--- src/rtl/axis_frame_len_stats.sv ---
// axis_frame_len_stats: per-period frame length statistics with snapshot/clear; FRAME_LEN_STATS_HIST_EN adds stat_hist0..3 | ports: clk, rst, frame_len/frame_len_valid in, snap_req/snap_clear in, stat_valid + stat_* snapshot out
module axis_frame_len_stats #(
  parameter int LEN_WIDTH = 16,
  parameter int CNT_WIDTH = 32,
  parameter int SUM_WIDTH = 48,
  parameter int MIN_LEN   = 64,
  parameter int MAX_LEN   = 1518
) (
  input  logic                 clk,
  input  logic                 rst,
  input  logic [LEN_WIDTH-1:0] frame_len,
  input  logic                 frame_len_valid,
  input  logic                 snap_req,
  input  logic                 snap_clear,
  output logic                 stat_valid,
  output logic [CNT_WIDTH-1:0] stat_frames,
  output logic [SUM_WIDTH-1:0] stat_bytes,
  output logic [LEN_WIDTH-1:0] stat_min,
  output logic [LEN_WIDTH-1:0] stat_max,
  output logic [CNT_WIDTH-1:0] stat_runt,
  output logic [CNT_WIDTH-1:0] stat_oversize
`ifdef FRAME_LEN_STATS_HIST_EN
  ,
  output logic [CNT_WIDTH-1:0] stat_hist0,
  output logic [CNT_WIDTH-1:0] stat_hist1,
  output logic [CNT_WIDTH-1:0] stat_hist2,
  output logic [CNT_WIDTH-1:0] stat_hist3
`endif
);
  localparam logic [LEN_WIDTH-1:0] L_MIN = LEN_WIDTH'(MIN_LEN);
  localparam logic [LEN_WIDTH-1:0] L_MAX = LEN_WIDTH'(MAX_LEN);
  logic [CNT_WIDTH-1:0] r_frames, r_runt, r_over, w_frames, w_runt, w_over;
  logic [SUM_WIDTH-1:0] r_bytes, w_bytes;
  logic [SUM_WIDTH:0]   w_sum;
  logic [LEN_WIDTH-1:0] r_min, r_max, w_min, w_max;
  logic                 w_clr;
  function automatic logic [CNT_WIDTH-1:0] inc(input logic [CNT_WIDTH-1:0] v, input logic en);
    return (en && v != '1) ? v + CNT_WIDTH'(1) : v;
  endfunction
  // w_* is the live state including this cycle's frame; it feeds both the live update and the snapshot
  always_comb begin
    w_sum    = {1'b0, r_bytes} + (SUM_WIDTH+1)'(frame_len);
    w_frames = inc(r_frames, frame_len_valid);
    w_bytes  = !frame_len_valid ? r_bytes : w_sum[SUM_WIDTH] ? '1 : w_sum[SUM_WIDTH-1:0];
    w_min    = (frame_len_valid && frame_len < r_min) ? frame_len : r_min;
    w_max    = (frame_len_valid && frame_len > r_max) ? frame_len : r_max;
    w_runt   = inc(r_runt, frame_len_valid && frame_len < L_MIN);
    w_over   = inc(r_over, frame_len_valid && frame_len > L_MAX);
    w_clr    = snap_req && snap_clear;
  end
  always_ff @(posedge clk) begin
    if (rst || w_clr) begin
      r_frames <= '0;
      r_bytes  <= '0;
      r_min    <= '1;
      r_max    <= '0;
      r_runt   <= '0;
      r_over   <= '0;
    end else begin
      r_frames <= w_frames;
      r_bytes  <= w_bytes;
      r_min    <= w_min;
      r_max    <= w_max;
      r_runt   <= w_runt;
      r_over   <= w_over;
    end
  end
  always_ff @(posedge clk) begin
    if (rst) begin
      stat_valid    <= 1'b0;
      stat_frames   <= '0;
      stat_bytes    <= '0;
      stat_min      <= '0;
      stat_max      <= '0;
      stat_runt     <= '0;
      stat_oversize <= '0;
    end else begin
      stat_valid <= snap_req;
      if (snap_req) begin
        stat_frames   <= w_frames;
        stat_bytes    <= w_bytes;
        stat_min      <= (w_frames == '0) ? '0 : w_min;
        stat_max      <= w_max;
        stat_runt     <= w_runt;
        stat_oversize <= w_over;
      end
    end
  end
`ifdef FRAME_LEN_STATS_HIST_EN
  logic [CNT_WIDTH-1:0] r_hist [4];
  logic [CNT_WIDTH-1:0] w_hist [4];
  logic [3:0]           w_bin;
  always_comb begin
    w_bin[0] = frame_len >= L_MIN && frame_len <= LEN_WIDTH'(127);
    w_bin[1] = frame_len >= LEN_WIDTH'(128) && frame_len <= LEN_WIDTH'(511);
    w_bin[2] = frame_len >= LEN_WIDTH'(512) && frame_len <= LEN_WIDTH'(1023);
    w_bin[3] = frame_len >= LEN_WIDTH'(1024) && frame_len <= L_MAX;
    for (int i = 0; i < 4; i++) w_hist[i] = inc(r_hist[i], frame_len_valid && w_bin[i]);
  end
  always_ff @(posedge clk) begin
    for (int i = 0; i < 4; i++) r_hist[i] <= (rst || w_clr) ? '0 : w_hist[i];
    if (rst) begin
      stat_hist0 <= '0;
      stat_hist1 <= '0;
      stat_hist2 <= '0;
      stat_hist3 <= '0;
    end else if (snap_req) begin
      stat_hist0 <= w_hist[0];
      stat_hist1 <= w_hist[1];
      stat_hist2 <= w_hist[2];
      stat_hist3 <= w_hist[3];
    end
  end
`endif
endmodule
--- config.mk ---
export PLATFORM = sky130hd
export DESIGN_NAME = axis_frame_len_stats
export DESIGN_NICKNAME = d
export VERILOG_FILES = /design/src/rtl/axis_frame_len_stats.sv
export SDC_FILE = /design/constraint.sdc
export NUM_CORES = 1
export LEC_CHECK = 0
export ABC_CLOCK_PERIOD_IN_PS = 4300
export CELL_PAD_IN_SITES_DETAIL_PLACEMENT = 0
export CELL_PAD_IN_SITES_GLOBAL_PLACEMENT = 1
export CORE_MARGIN = 2
export CORE_UTILIZATION = 34
export DETAILED_ROUTE_END_ITERATION = 16
export PLACE_DENSITY_LB_ADDON = 0.1
export SKIP_LAST_GASP = 1
export SYNTH_ARGS = -nofsm -noshare
export SYNTH_HDL_FRONTEND = slang
export SYNTH_SLANG_ARGS = --single-unit
export TNS_END_PERCENT = 30
--- constraint.sdc ---
create_clock -name clk -period 4.3 [get_ports clk]
set_input_delay 0.43 -clock clk [delete_from_list [all_inputs] [get_ports clk]]
set_output_delay 0.43 -clock clk [all_outputs]
set_load 0.01 [all_outputs]
* Yosys cells after proc, flatten, opt, wreduce, memory -nomap -nowiden *
Cells that the tools add are included.

operators by class
  add/sub/neg operators = 4
  multipliers = 0
  div/mod/pow operators = 0
  $lt $le $gt $ge = 4
  equality and inequality tests = 3
  shift operators = 0
  muxes and demuxes = 8
  bitwise gates (word level) = 0
  reductions and logical operators = 10

operators with widths
  cell                   count
  $add 32x1->32 const B  3
  $mux 32                3
  $mux 48                2
  $ne 32x32->1 const B   3
  $add 48x16->49         1
  $mux 16                3
  $logic_not 32->1       1
  $gt 16x11->1 const B   1
  $gt 16x16->1           1
  $lt 16x16->1           1
  $lt 16x7->1 const B    1
  $logic_and 1x1->1      8
  $logic_or 1x1->1       1

storage, ports and cells
  flip-flop bits (word level) = 353
  bits in latches = 0
  memory bits (writable) = 0
  memory bits (read-only) = 0
  output and inout bits = 177
  word-level logic and storage cells = 42
  memories kept = 0

* Logic depth before layout (Yosys ltp) *
  word-level depth = 5
  mapped depth = 13
  depth with buffers taken out = 11

* Worst setup path after synthesis *
Ideal clock, no wire load.

  path kind = flip-flop to flip-flop
  from = reg r_frames[19]
  to = reg stat_min[10]
  data arrival time = 3.037 ns
  data required time = 4.180 ns
  slack = 1.142 ns
  cell stages (with the launch flop) = 14
  period minus slack after synthesis = 3.158 ns
  cells stage by stage = dfxtp_1 -> and4_1 -> buf_6 -> and4b_1 -> buf_6 -> and3_4 -> buf_6 -> or4_1 -> xor2_1 -> nand2_1 -> or4_1 -> o21ai_2 -> buf_6 -> o21ai_2

on the way
  cells in the longest elaborated chain, start to end = 5

RTL lines
  what                                                                   RTL line  RTL
  start: declaration                                                     32        logic [CNT_WIDTH-1:0] r_frames, r_runt, r_over, w_frames, w_runt, w_over;
  start signal: assignment                                               60        r_frames <= w_frames;
  parallel branches: the longest is 2 deep, another holds $add 32x1->32  n/a
  $mux 32 (*)                                                            38        return (en && v != '1) ? v + CNT_WIDTH'(1) : v;
  $logic_not 32->1 (*)                                                   82        stat_min <= (w_frames == '0) ? '0 : w_min;
  $mux 16 (*)                                                            82
  end signal: assignment                                                 82
  end: declaration                                                       18        output logic [LEN_WIDTH-1:0] stat_min,

Every way passes the cells marked *.
A chain may end at the register's enable or synchronous reset.

* Worst setup path in the final report *
  from = reg r_frames[0]
  to = reg stat_min[15]

The elaborated chain is that of the path after synthesis.

==> results_dict.tcl <==
set metrics [dict create \
    synth_top_area_frac 0.461 \
    synth_fa_ha_area_frac 0.0421 \
    ys.flop_type "dfxtp_1" \
    vdd_ir_drop_max_v 0.000255 \
    grt_pass1_vias 12384 \
    drt_pre_antenna_iters 5 \
    antenna_left 0 \
    pre_cts_ws_ps 291 \
    status "finished clean" \
    dieArea_mm2 0.0468 \
    swShare 0.245 \
    rows 77 \
    yosysUniqueCellTypes 72 \
    grt_use_met1 0.262 \
    post-route-cell-area_mm2 0.0194 \
    worst_pin_slew_ps 1070 \
    cp-end-kind "flop" \
    synth_cells 1743 \
    synth_area_leader_cell "dfxtp_1" \
    critPathBufInv 1 \
    wl_per_cell_um 17.7 \
    drc 0 \
    worstSetupPathType "reg -> reg" \
    start_kind "flop" \
    drt_iter0_drc 640 \
    clk_latency_ps 560 \
    fin_setup_tns_ps 0 \
    synth_edf_count 0 \
    cts.path.max_buffers 3 \
    grtUsageTotal 0.192 \
    clock_tree.root_cell "clkbuf_16" \
    pwr-share-clk 0.462 \
    r2r_slack_ps 510 \
    core-area_mm2 0.0443 \
    p_sw_mw 1.95 \
    dpl-instance-area_mm2 0.0179 \
    arrival_ps 4240 \
    cts.clk_slew.worst_paths_ps 60 \
    slowest_delay_ps 540 \
    rsz0062_at_grt "no" \
    cts_buffers 42 \
    die_x_um 216 \
    port_buffers 197 \
    synth_compound_area_frac 0.130 \
    synth_seq_area_share 0.461 \
    use_met2 0.305 \
    cap_violations 0 \
    vias 12564 \
    crit_family "simple AND/OR/NAND/NOR gates" \
    maxSlewHeadroom 0.283 \
    cp_slowest_cell "dfxtp_1" \
    grt_pass1_wl_um 70900 \
    cp.required_ps 4740 \
    ios 198 \
    synth_top_family_by_area "simple AND/OR/NAND/NOR gates" \
    fin_nets 1999 \
    cts-resized-gates 0 \
    async_flop_share 0 \
    synth_nets 1815 \
    antenna_found_initial 0 \
    p_seq_frac 0.433 \
    layout_setup_ws_ps 506 \
    power_density_mw_per_mm2 411 \
    syn-mean-instance-area_um2 8.79 \
    p_comb_frac 0.104 \
    mappedNetlistArea_mm2 0.0153 \
    initial_core_util 0.346 \
    area_delta_synth_final_pct 26.6 \
    grt_busiest_layer "met2" \
    seq_area_mm2 0.00707 \
    path_common_cell "or4_1" \
    hp-class "in -> reg" \
    finalMaxSlewViolations 0 \
    clock-sinks 353 \
    grt_use_met3 0.0446 \
    htreeDepth 2 \
    p_int_mw 6.02 \
    post-route-min-period_ps 3790 \
    finalCritPeriodShare 0.882 \
    yosys-mux-area-fraction 0.0394 \
    p_leak_nw 7.37 \
    utilization 0.438 \
    ys_ff_latch 353 \
    n_fill_cell 4465 \
    ys.warnings.count 0 \
    hpwl_um 31500 \
    synth.area.top_cells "dfxtp_1 46%, nor2_1 8.0%, a211oi_1 4.7%" \
    routed_wl_um 45100 \
    ctsHoldBuffers 0 \
    cts_tree "yes" \
    gp_congestion 0.818 \
    grt_max_degree 115 \
    setup_viol 0 \
    max_freq_mhz 264 \
    routed_via_density 4.93 \
    diodes 0 \
    gr-total-overflow 0 \
    fp.dieH_um 216 \
    hold_violations 0 \
    path_max_fanout 16 \
    yosys.area_share.simple 0.219 \
    drive_gt1_frac 0.0710 \
    power_mw 7.97 \
    cts_setup_buffers 0 \
    yosys.area_share.xor_xnor 0.0687 \
    fin_skew_ps 16.3 \
    multi_input_area_mm2 0.00768 \
    path_cells "ha_1, nand3_1, nor3_4, nand4_1, nand2_1, mux2i_1, or4_1, or4_1, o21ai_2, buf_4, o21ai_0" \
]
[worst register-to-register path: stages, from the launching register on]
cell and delay [ps]:
dfxtp_1 540, ha_1 360, nand3_1 220, nor3_4 350, nand4_1 300, nand2_1 250, mux2i_1 100, or4_1 470
or4_1 520, o21ai_2 150, buf_4 290, o21ai_0 140
[placed cells by master, fill, tap and decap left out, types with 50 or more instances in the layout]
cell	Yosys	final
ha_1	50	50
dfxtp_1	353	353
xnor2_1	63	63
nor2_1	328	327
nand3_1	57	57
xor2_1	54	54
mux2i_1	57	57
nand2_1	144	144
clkdlybuf4s50_1	0	195
a211oi_1	96	96
o21ai_0	64	64
[cell type report]
type	instances	share of cell area
multi-input combinational	1248	0.396
sequential	353	0.364
timing repair buffer	235	0.118
clock buffer	64	0.0674
tap	592	0.0382
inverter	47	0.00910
clock inverter	12	0.00722
[per-layer routing]
layer  part of all wire  vias to the layer above
met2               0.45                      195
met4              0.021                        0
met3              0.048                       62
li1                   -                     6425
met5                  0                        -
met1               0.49                     5882
[flip-flops by register name, summed over array words and instances (netlist names), 16 cells and up]
name           count
r_bytes           48
r_frames          32
r_max             16
r_min             16
r_over            32
r_runt            32
stat_bytes        48
stat_frames       32
stat_max          16
stat_min          16
stat_oversize     32
stat_runt         32
[cell families after synthesis]
kind of cell / count (synthesis)
AND/OR/NAND/NOR: 722
flip-flops: 353
AO/OA/AOI/OAI: 297
buffers and inverters: 142
XOR/XNOR: 118
multiplexers: 60
adder cells (fa/ha/maj): 51
[cells in the mapped netlist, types with 4 or more instances]
cell type / number
or3_1: 5
and2_1: 31
o21a_1: 6
a211oi_1: 96
o21ai_2: 11
and4_1: 23
ha_1: 50
a311oi_1: 7
nand3_1: 57
xor2_1: 54
nand2b_1: 6
clkbuf_1: 79
nand4_1: 44
nor2b_1: 6
inv_1: 47
nand2_1: 144
a22o_1: 4
xnor2_1: 63
buf_6: 6
mux2i_1: 57
nor2_1: 328
a21oi_1: 41
dfxtp_1: 353
o21ai_0: 64
and3_1: 23
nor3_1: 26
buf_2: 4
nor4_1: 4
a31oi_1: 20
a21o_1: 17
or4_1: 7
[power by group through the flow]
| stage | Sequential, mW | Clock (mW) | Combinational [mW] |
|---|---|---|---|
| floorplan | 3.54 | 0 | 0.452 |
| global placement | 3.53 | 0 | 0.838 |
| detailed placement | 3.53 | 0 | 0.841 |
| CTS | 3.45 | 3.80 | 0.845 |
| global route | 3.47 | 3.94 | 0.922 |
| finish | 3.45 | 3.69 | 0.832 |
[per-stage QoR]
step           instances  hold slack [ps]
2_1_floorplan       1743              452
3_3_place_gp        2475              434
3_5_place_dp        2475              446
4_1_cts             2551              362
5_1_grt             2551              398
6_report            2551              369
[final timing paths]
| check | start | endpoint | depth (start not counted) |
|---|---|---|---|
| setup / recovery | r_frames[0] | stat_min[15] | 11 |
| hold / removal | rst | stat_bytes[24] | 2 |
| setup reg to reg | r_frames[0] | stat_min[15] | 11 |
| hold reg to reg | stat_bytes[11] | stat_bytes[11] | 2 |
Power figures use the tool's default switching activity.
